### src/rtl/dac_ramp_gen.sv
`default_nettype none
// ============================================================================
//  Module   : dac_ramp_gen
//  Purpose  : Sawtooth / triangle ramp generator for a DAC data path. A
//             fixed-point accumulator (integer part = DAC code) is stepped
//             once per clock between a signed lower and upper bound. The
//             configuration is captured into shadow registers by load_in and
//             only becomes active at a safe point: immediately while idle,
//             otherwise at a period boundary (wrap) or, in triangle mode, at
//             the top turn-around.
//  Revision : 1.0 - initial release
// ----------------------------------------------------------------------------
//  Ports
//    clk_in       in   1   DAC data clock, rising edge
//    rst_in       in   1   asynchronous reset, active low
//    on_in        in   1   1 = sweep runs, 0 = return to idle
//    mode_in      in   1   0 = sawtooth, 1 = triangle (captured by load_in)
//    minval_in    in   W   signed lower bound (captured by load_in)
//    maxval_in    in   W   signed upper bound (captured by load_in)
//    stepsize_in  in   W+F unsigned accumulator increment per clock
//    load_in      in   1   one-cycle pulse, captures the four fields above
//    signal_out   out  W   signed DAC code, registered accumulator top bits
//    dir_out      out  1   1 while the ramp is falling
//    wrap_out     out  1   one-cycle pulse at each period boundary
//    err_out      out  1   level, active config has min >= max
// ============================================================================
module dac_ramp_gen #(
  parameter int SIGNAL_OUT_SIZE = 16,
  parameter int ACC_FRAC        = 16
) (
  input  logic                                clk_in,
  input  logic                                rst_in,
  input  logic                                on_in,
  input  logic                                mode_in,
  input  logic [SIGNAL_OUT_SIZE-1:0]          minval_in,
  input  logic [SIGNAL_OUT_SIZE-1:0]          maxval_in,
  input  logic [SIGNAL_OUT_SIZE+ACC_FRAC-1:0] stepsize_in,
  input  logic                                load_in,
  output logic [SIGNAL_OUT_SIZE-1:0]          signal_out,
  output logic                                dir_out,
  output logic                                wrap_out,
  output logic                                err_out
);

  localparam int c_acc_w = SIGNAL_OUT_SIZE + ACC_FRAC;
  // Two guard bits: acc (signed) +/- step (unsigned, up to 2^acc_w-1)
  // always fits, so bound comparisons never see a wrapped value.
  localparam int c_ext_w = c_acc_w + 2;

  typedef enum logic [1:0] {
    ST_IDLE = 2'd0,
    ST_UP   = 2'd1,
    ST_DOWN = 2'd2
  } state_t;

  state_t                       r_state;
  state_t                       w_state_nxt;
  logic [c_acc_w-1:0]           r_acc;
  logic [c_acc_w-1:0]           w_acc_nxt;
  logic [SIGNAL_OUT_SIZE-1:0]   r_signal;
  logic                         r_dir;
  logic                         r_wrap;
  logic                         w_wrap;
  logic                         w_turn;

  // Shadow configuration, written by every load_in pulse.
  logic                         r_sh_mode;
  logic [SIGNAL_OUT_SIZE-1:0]   r_sh_min;
  logic [SIGNAL_OUT_SIZE-1:0]   r_sh_max;
  logic [c_acc_w-1:0]           r_sh_step;

  // Active configuration, the one the ramp actually uses.
  logic                         r_mode;
  logic [SIGNAL_OUT_SIZE-1:0]   r_min;
  logic [SIGNAL_OUT_SIZE-1:0]   r_max;
  logic [c_acc_w-1:0]           r_step;

  // Source for an active-config update: a load coinciding with the commit
  // point wins over the older shadow contents.
  logic                         w_cfg_mode;
  logic [SIGNAL_OUT_SIZE-1:0]   w_cfg_min;
  logic [SIGNAL_OUT_SIZE-1:0]   w_cfg_max;
  logic [c_acc_w-1:0]           w_cfg_step;
  logic                         w_cfg_commit;

  logic                         w_err;
  logic [c_acc_w-1:0]           w_min_acc;
  logic [c_acc_w-1:0]           w_max_acc;
  logic signed [c_ext_w-1:0]    w_acc_ext;
  logic signed [c_ext_w-1:0]    w_step_ext;
  logic signed [c_ext_w-1:0]    w_min_ext;
  logic signed [c_ext_w-1:0]    w_max_ext;
  logic signed [c_ext_w-1:0]    w_sum;
  logic signed [c_ext_w-1:0]    w_diff;

  assign w_err      = ($signed(r_min) >= $signed(r_max));

  assign w_min_acc  = {r_min, {ACC_FRAC{1'b0}}};
  assign w_max_acc  = {r_max, {ACC_FRAC{1'b0}}};
  assign w_acc_ext  = {{2{r_acc[c_acc_w-1]}}, r_acc};
  assign w_step_ext = {2'b00, r_step};
  assign w_min_ext  = {{2{w_min_acc[c_acc_w-1]}}, w_min_acc};
  assign w_max_ext  = {{2{w_max_acc[c_acc_w-1]}}, w_max_acc};
  assign w_sum      = w_acc_ext + w_step_ext;
  assign w_diff     = w_acc_ext - w_step_ext;

  // --------------------------------------------------------------------------
  // Next-state / next-accumulator logic
  // --------------------------------------------------------------------------
  always_comb begin
    w_state_nxt = r_state;
    w_acc_nxt   = r_acc;
    w_wrap      = 1'b0;
    w_turn      = 1'b0;

    case (r_state)
      ST_IDLE: begin
        w_acc_nxt = w_min_acc;
        if (on_in && !w_err) begin
          w_state_nxt = ST_UP;
        end
      end

      ST_UP: begin
        if (w_sum > w_max_ext) begin
          if (r_mode) begin
            // Triangle: clamp to the top and turn; the top code dwells one
            // extra clock because the clamp itself is a sample.
            w_acc_nxt   = w_max_acc;
            w_state_nxt = ST_DOWN;
            w_turn      = 1'b1;
          end else begin
            w_acc_nxt = w_min_acc;
            w_wrap    = 1'b1;
          end
        end else begin
          w_acc_nxt = w_sum[c_acc_w-1:0];
        end
      end

      ST_DOWN: begin
        if (w_diff < w_min_ext) begin
          w_acc_nxt   = w_min_acc;
          w_state_nxt = ST_UP;
          w_wrap      = 1'b1;
        end else begin
          w_acc_nxt = w_diff[c_acc_w-1:0];
        end
      end

      default: begin
        w_state_nxt = ST_IDLE;
        w_acc_nxt   = w_min_acc;
      end
    endcase

    // Switching off (or an invalid config) overrides the ramp, but a wrap
    // computed on this same clock is still reported.
    if ((r_state != ST_IDLE) && (!on_in || w_err)) begin
      w_state_nxt = ST_IDLE;
      w_acc_nxt   = w_min_acc;
    end
  end

  assign w_cfg_commit = (r_state == ST_IDLE) || w_wrap || w_turn;
  assign w_cfg_mode   = load_in ? mode_in     : r_sh_mode;
  assign w_cfg_min    = load_in ? minval_in   : r_sh_min;
  assign w_cfg_max    = load_in ? maxval_in   : r_sh_max;
  assign w_cfg_step   = load_in ? stepsize_in : r_sh_step;

  // --------------------------------------------------------------------------
  // Configuration registers
  // --------------------------------------------------------------------------
  always_ff @(posedge clk_in or negedge rst_in) begin
    if (!rst_in) begin
      r_sh_mode <= 1'b0;
      r_sh_min  <= '0;
      r_sh_max  <= '0;
      r_sh_step <= '0;
      r_mode    <= 1'b0;
      r_min     <= '0;
      r_max     <= '0;
      r_step    <= '0;
    end else begin
      if (load_in) begin
        r_sh_mode <= mode_in;
        r_sh_min  <= minval_in;
        r_sh_max  <= maxval_in;
        r_sh_step <= stepsize_in;
      end
      if (w_cfg_commit) begin
        r_mode <= w_cfg_mode;
        r_min  <= w_cfg_min;
        r_max  <= w_cfg_max;
        r_step <= w_cfg_step;
      end
    end
  end

  // --------------------------------------------------------------------------
  // Ramp state, accumulator and registered outputs
  // --------------------------------------------------------------------------
  always_ff @(posedge clk_in or negedge rst_in) begin
    if (!rst_in) begin
      r_state  <= ST_IDLE;
      r_acc    <= '0;
      r_signal <= '0;
      r_dir    <= 1'b0;
      r_wrap   <= 1'b0;
    end else begin
      r_state  <= w_state_nxt;
      r_acc    <= w_acc_nxt;
      // Output shows the accumulator one clock after it is loaded; dir is
      // taken from the same earlier clock so both stay aligned.
      r_signal <= r_acc[c_acc_w-1:ACC_FRAC];
      r_dir    <= (r_state == ST_DOWN);
      r_wrap   <= w_wrap;
    end
  end

  assign signal_out = r_signal;
  assign dir_out    = r_dir;
  assign wrap_out   = r_wrap;
  assign err_out    = w_err;

endmodule
`default_nettype wire

### config.mk
export PLATFORM = sky130hd
export DESIGN_NAME = dac_ramp_gen
export DESIGN_NICKNAME = d
export VERILOG_FILES = /design/src/rtl/dac_ramp_gen.sv
export SDC_FILE = /design/constraint.sdc
export NUM_CORES = 1
export LEC_CHECK = 0
export BUFFER_PORTS_ARGS = -buffer_cell sky130_fd_sc_hd__buf_4
export CAP_MARGIN = 10
export CORE_UTILIZATION = 40
export DETAILED_ROUTE_END_ITERATION = 16
export PLACE_DENSITY = 0.68
export SYNTH_ARGS = -nofsm -noshare
export SYNTH_HDL_FRONTEND = slang
export SYNTH_SLANG_ARGS = --single-unit
### constraint.sdc
create_clock -name clk_in -period 7.84 [get_ports clk_in]
set_input_delay 1.176 -clock clk_in [delete_from_list [all_inputs] [get_ports clk_in]]
set_output_delay 1.176 -clock clk_in [all_outputs]
set_load 0.01 [all_outputs]
==> impl_results.md <==
* Post-Layout Cell Count at ~1.7k
* Ys async rst share at 100%
* Post-Synth Adder-Cell Area at ~12%
* Post-route minimum period at ~7300 ps
* # Post-CTS Setup Buffers at 0
* Antenna diode count at 0
* Root Driver: clkbuf_16
* Worst hold path class: register to register
* Core ar. at around 30000 um^2
* Share of the yosys chip area belonging to registers at between 30% and 40%
* Vias in the first global route at slightly below 10k
* Final setup violation count at 0
* Required @ worst endpoint at 8170 ps
* Main combinational cell family by area after synthesis: compound AO/OA/AOI/OAI gates
* Die W at ~180 um
* Final nets at ~1.5k
* Layout cells sized above 1 at between 20 and 25%
* Cts hold-fix bufs at 0
* Synth top area share at 35.9%
* Crit path DAT at approximately 7700 ps
* Detail Route Antenna Nets at 0
* Post-Place Cells at between 1.5k and 2k
* WL/cell at approximately 20 um
* Fmax at about 140 MHz
* Crit start category: register
* Io pins at 88
* RSZ-0062 raised after global routing: false
* Max Cap Viol at 0
* Relative slew slack at approximately a fifth
* Net count of the mapped netlist at 1421
* Total GRT Usage at 21.1%
* Post-route DRC violation count at 0
* Status: completed
* Hold Vio Cnt, Final at 0
* Synth Instances at roughly 1.2k
* Synth cell types at 98
* Dpl ws at 740 ps
* Mux contribution to synthesized area at between 10% and 20%
* Mapped Area at about 13000 um^2
* Slew Viols, Final at 0
* Gates resized, CTS repair at 0
* Drt pass-1 iters at 5
* Initial antenna violation count at 0
* Clock Sinks at roughly 180
* Die ar. at 32400 um^2
* Setup CP Type: register to register
* Synth warn at 0
* IO buf count at 87
* Total grt overflow at 0
* Final WL at 33200 um
* Gpl congestion at 0.952
* Avg Cell Area, Syn at between 10 and 15 um^2
* Clk buf depth at 2
* Post-synth EDFFs at 0
* Placed Area at about 14000 um^2
* Worst-Skew Late Latency at about 460 ps
* Largest net degree at the start of global routing at around 110
* CTS tree: done
* Ys flop type: dfrtp_1
* Setup TNS at 0 ps
* Fin Clk Skew at ~16 ps
* Die height at between 150 and 200 um
* Synth area leader: dfrtp_1
* Initial drt markers at between 700 and 800
* Synthesis-to-layout area growth at 11.6%
* Total number of vias at 9674
* Final Cell Area at approximately 14000 um^2
* Endpoint class of the critical path: register
* First-pass GRT wire length at approximately 54000 um
* Simple-Gate Fraction of Synth Area at 10.4%
* DR vias/cell at between 5 and 6
* Setup slack after layout at slightly above 500 ps
* Total CTS buffers at 17
* Area contributors post-synth: dfrtp_1 (36%), ha_1 (12%), mux2_4 (7.6%)
* Fin crit share at between 90% and 100%
* Initial Util at 41.0%
* Row count at 64
* Peak fanout along the critical path at 40
* CTS HTree Levels at 4
* Fraction of synthesized cell area in xor and xnor cells at between 2 and 3%
* Synth Area in Compound Gates at approximately 18%
* Worst slew pin tran at 1190 ps
* Post-synthesis register bit count at between 150 and 200
* CTS clk-pin slew, worst paths at approximately 70 ps
* Dpl hpwl at approximately 24000 um
[path summary, 6_finish.rpt]
| check | start | to | slack, ps | cells after the start |
|---|---|---|---|---|
| setup / recovery | r_step[14] | r_step[20] | 510 | 24 |
| hold / removal | r_acc[19] | signal_out[3] | 420 | 0 |
| setup reg to reg | r_step[14] | r_step[20] | 510 | 24 |
| hold reg to reg | r_acc[19] | signal_out[3] | 420 | 0 |
| max in group asynchronous | rst_in | signal_out[3] | 5460 | 2 |
| min in group asynchronous | rst_in | r_sh_step[17] | 840 | 1 |
[synthesized netlist by cell type (12+ instances only)]
master    count
nor2_1       48
dfrtp_1     182
a21oi_1      82
nor2b_1      16
xnor2_1      36
nand3_1      17
mux2i_1      17
a221oi_1     12
nand2_1      56
nor3_1       28
o21a_1       12
o21ai_0      56
a31oi_1      12
a22oi_1      17
mux2_4       64
clkbuf_1     30
a21o_1       20
inv_1       107
nand2b_1     16
nand4_1      12
ha_1        120
mux2_2       67
[flip-flops by register name, summed over array words and instances, names as in the netlist, 2 cells and up]
register / flops
r_state: 2
r_sh_step: 32
r_step: 32
r_sh_max: 16
r_max: 16
r_sh_min: 16
signal_out: 16
r_acc: 32
r_min: 16
[kinds of logic after synthesis]
family	after synthesis
buf+inv	164
xor+xnor	41
compound gates	323
fa+ha+maj	122
flops	182
simple gates	248
mux	150
[layout by cell type (no fill, tap or decap), drive strengths merged, types with 6 or more instances in the layout]
| cell | count |
|---|---|
| dfrtp | 182 |
| mux2 | 132 |
| ha | 120 |
| inv | 119 |
| buf | 94 |
| a21oi | 84 |
| nand2 | 58 |
| o21ai | 57 |
| nor2 | 49 |
| xnor2 | 36 |
| nor3 | 30 |
| a21o | 20 |
| mux2i | 18 |
| clkbuf | 18 |
| nand3 | 17 |
| a22oi | 17 |
| nor2b | 16 |
| nand2b | 16 |
| nand4 | 13 |
| o21a | 12 |
| a31oi | 12 |
| a221oi | 12 |
| o211ai | 12 |
| o21bai | 11 |
| a211oi | 11 |
| nor4 | 9 |
| o31ai | 8 |
| or3 | 7 |
| and2 | 6 |
[layout make-up]
cell class | count | area (um^2)
Clock buffer | 17 | 425
Inverter | 111 | 419
Sequential cell | 182 | 4550
Timing Repair Buffer | 95 | 719
Tap cell | 396 | 495
Clock inverter | 14 | 161
Fill cell | 2942 | 16800
Multi-Input combinational cell | 884 | 7380
[routing by layer]
| metal | GRT usage [%] | up-vias | part of all wire, % |
|---|---|---|---|
| met5 | 0 | - | 0 |
| met2 | 32.3 | 299 | 45 |
| met1 | 29.6 | 4740 | 47 |
| li1 | - | 4572 | - |
| met4 | 8.14 | 0 | 2.9 |
| met3 | 3.70 | 63 | 5.2 |
[worst max-delay path: stages (launching register included)]
cell	delay, ps
dfrtp_1	380
inv_1	50
ha_1	570
inv_1	280
nor3_1	340
nand3_1	110
o21ai_0	360
o21ai_0	350
o21ai_0	510
a31oi_1	270
o21ai_0	260
a211o_1	170
o211ai_1	80
ha_1	400
nand3_1	170
nor3_1	330
o2111ai_1	220
a211o_1	320
a211oi_4	250
nor2_2	80
mux2i_2	280
nand2_2	130
a32oi_4	250
buf_4	620
mux2_4	350
[stage by stage]
stage          hold WS (ps)  util (%)
2_1_floorplan           386         -
3_3_place_gp            403      43.9
3_5_place_dp            404      43.9
4_1_cts                 418      45.8
5_1_grt                 435      45.8
6_report                417      45.8
Power is not shown: default switching activity piles up to over one toggle a cycle in this logic, so the estimate is an artifact.
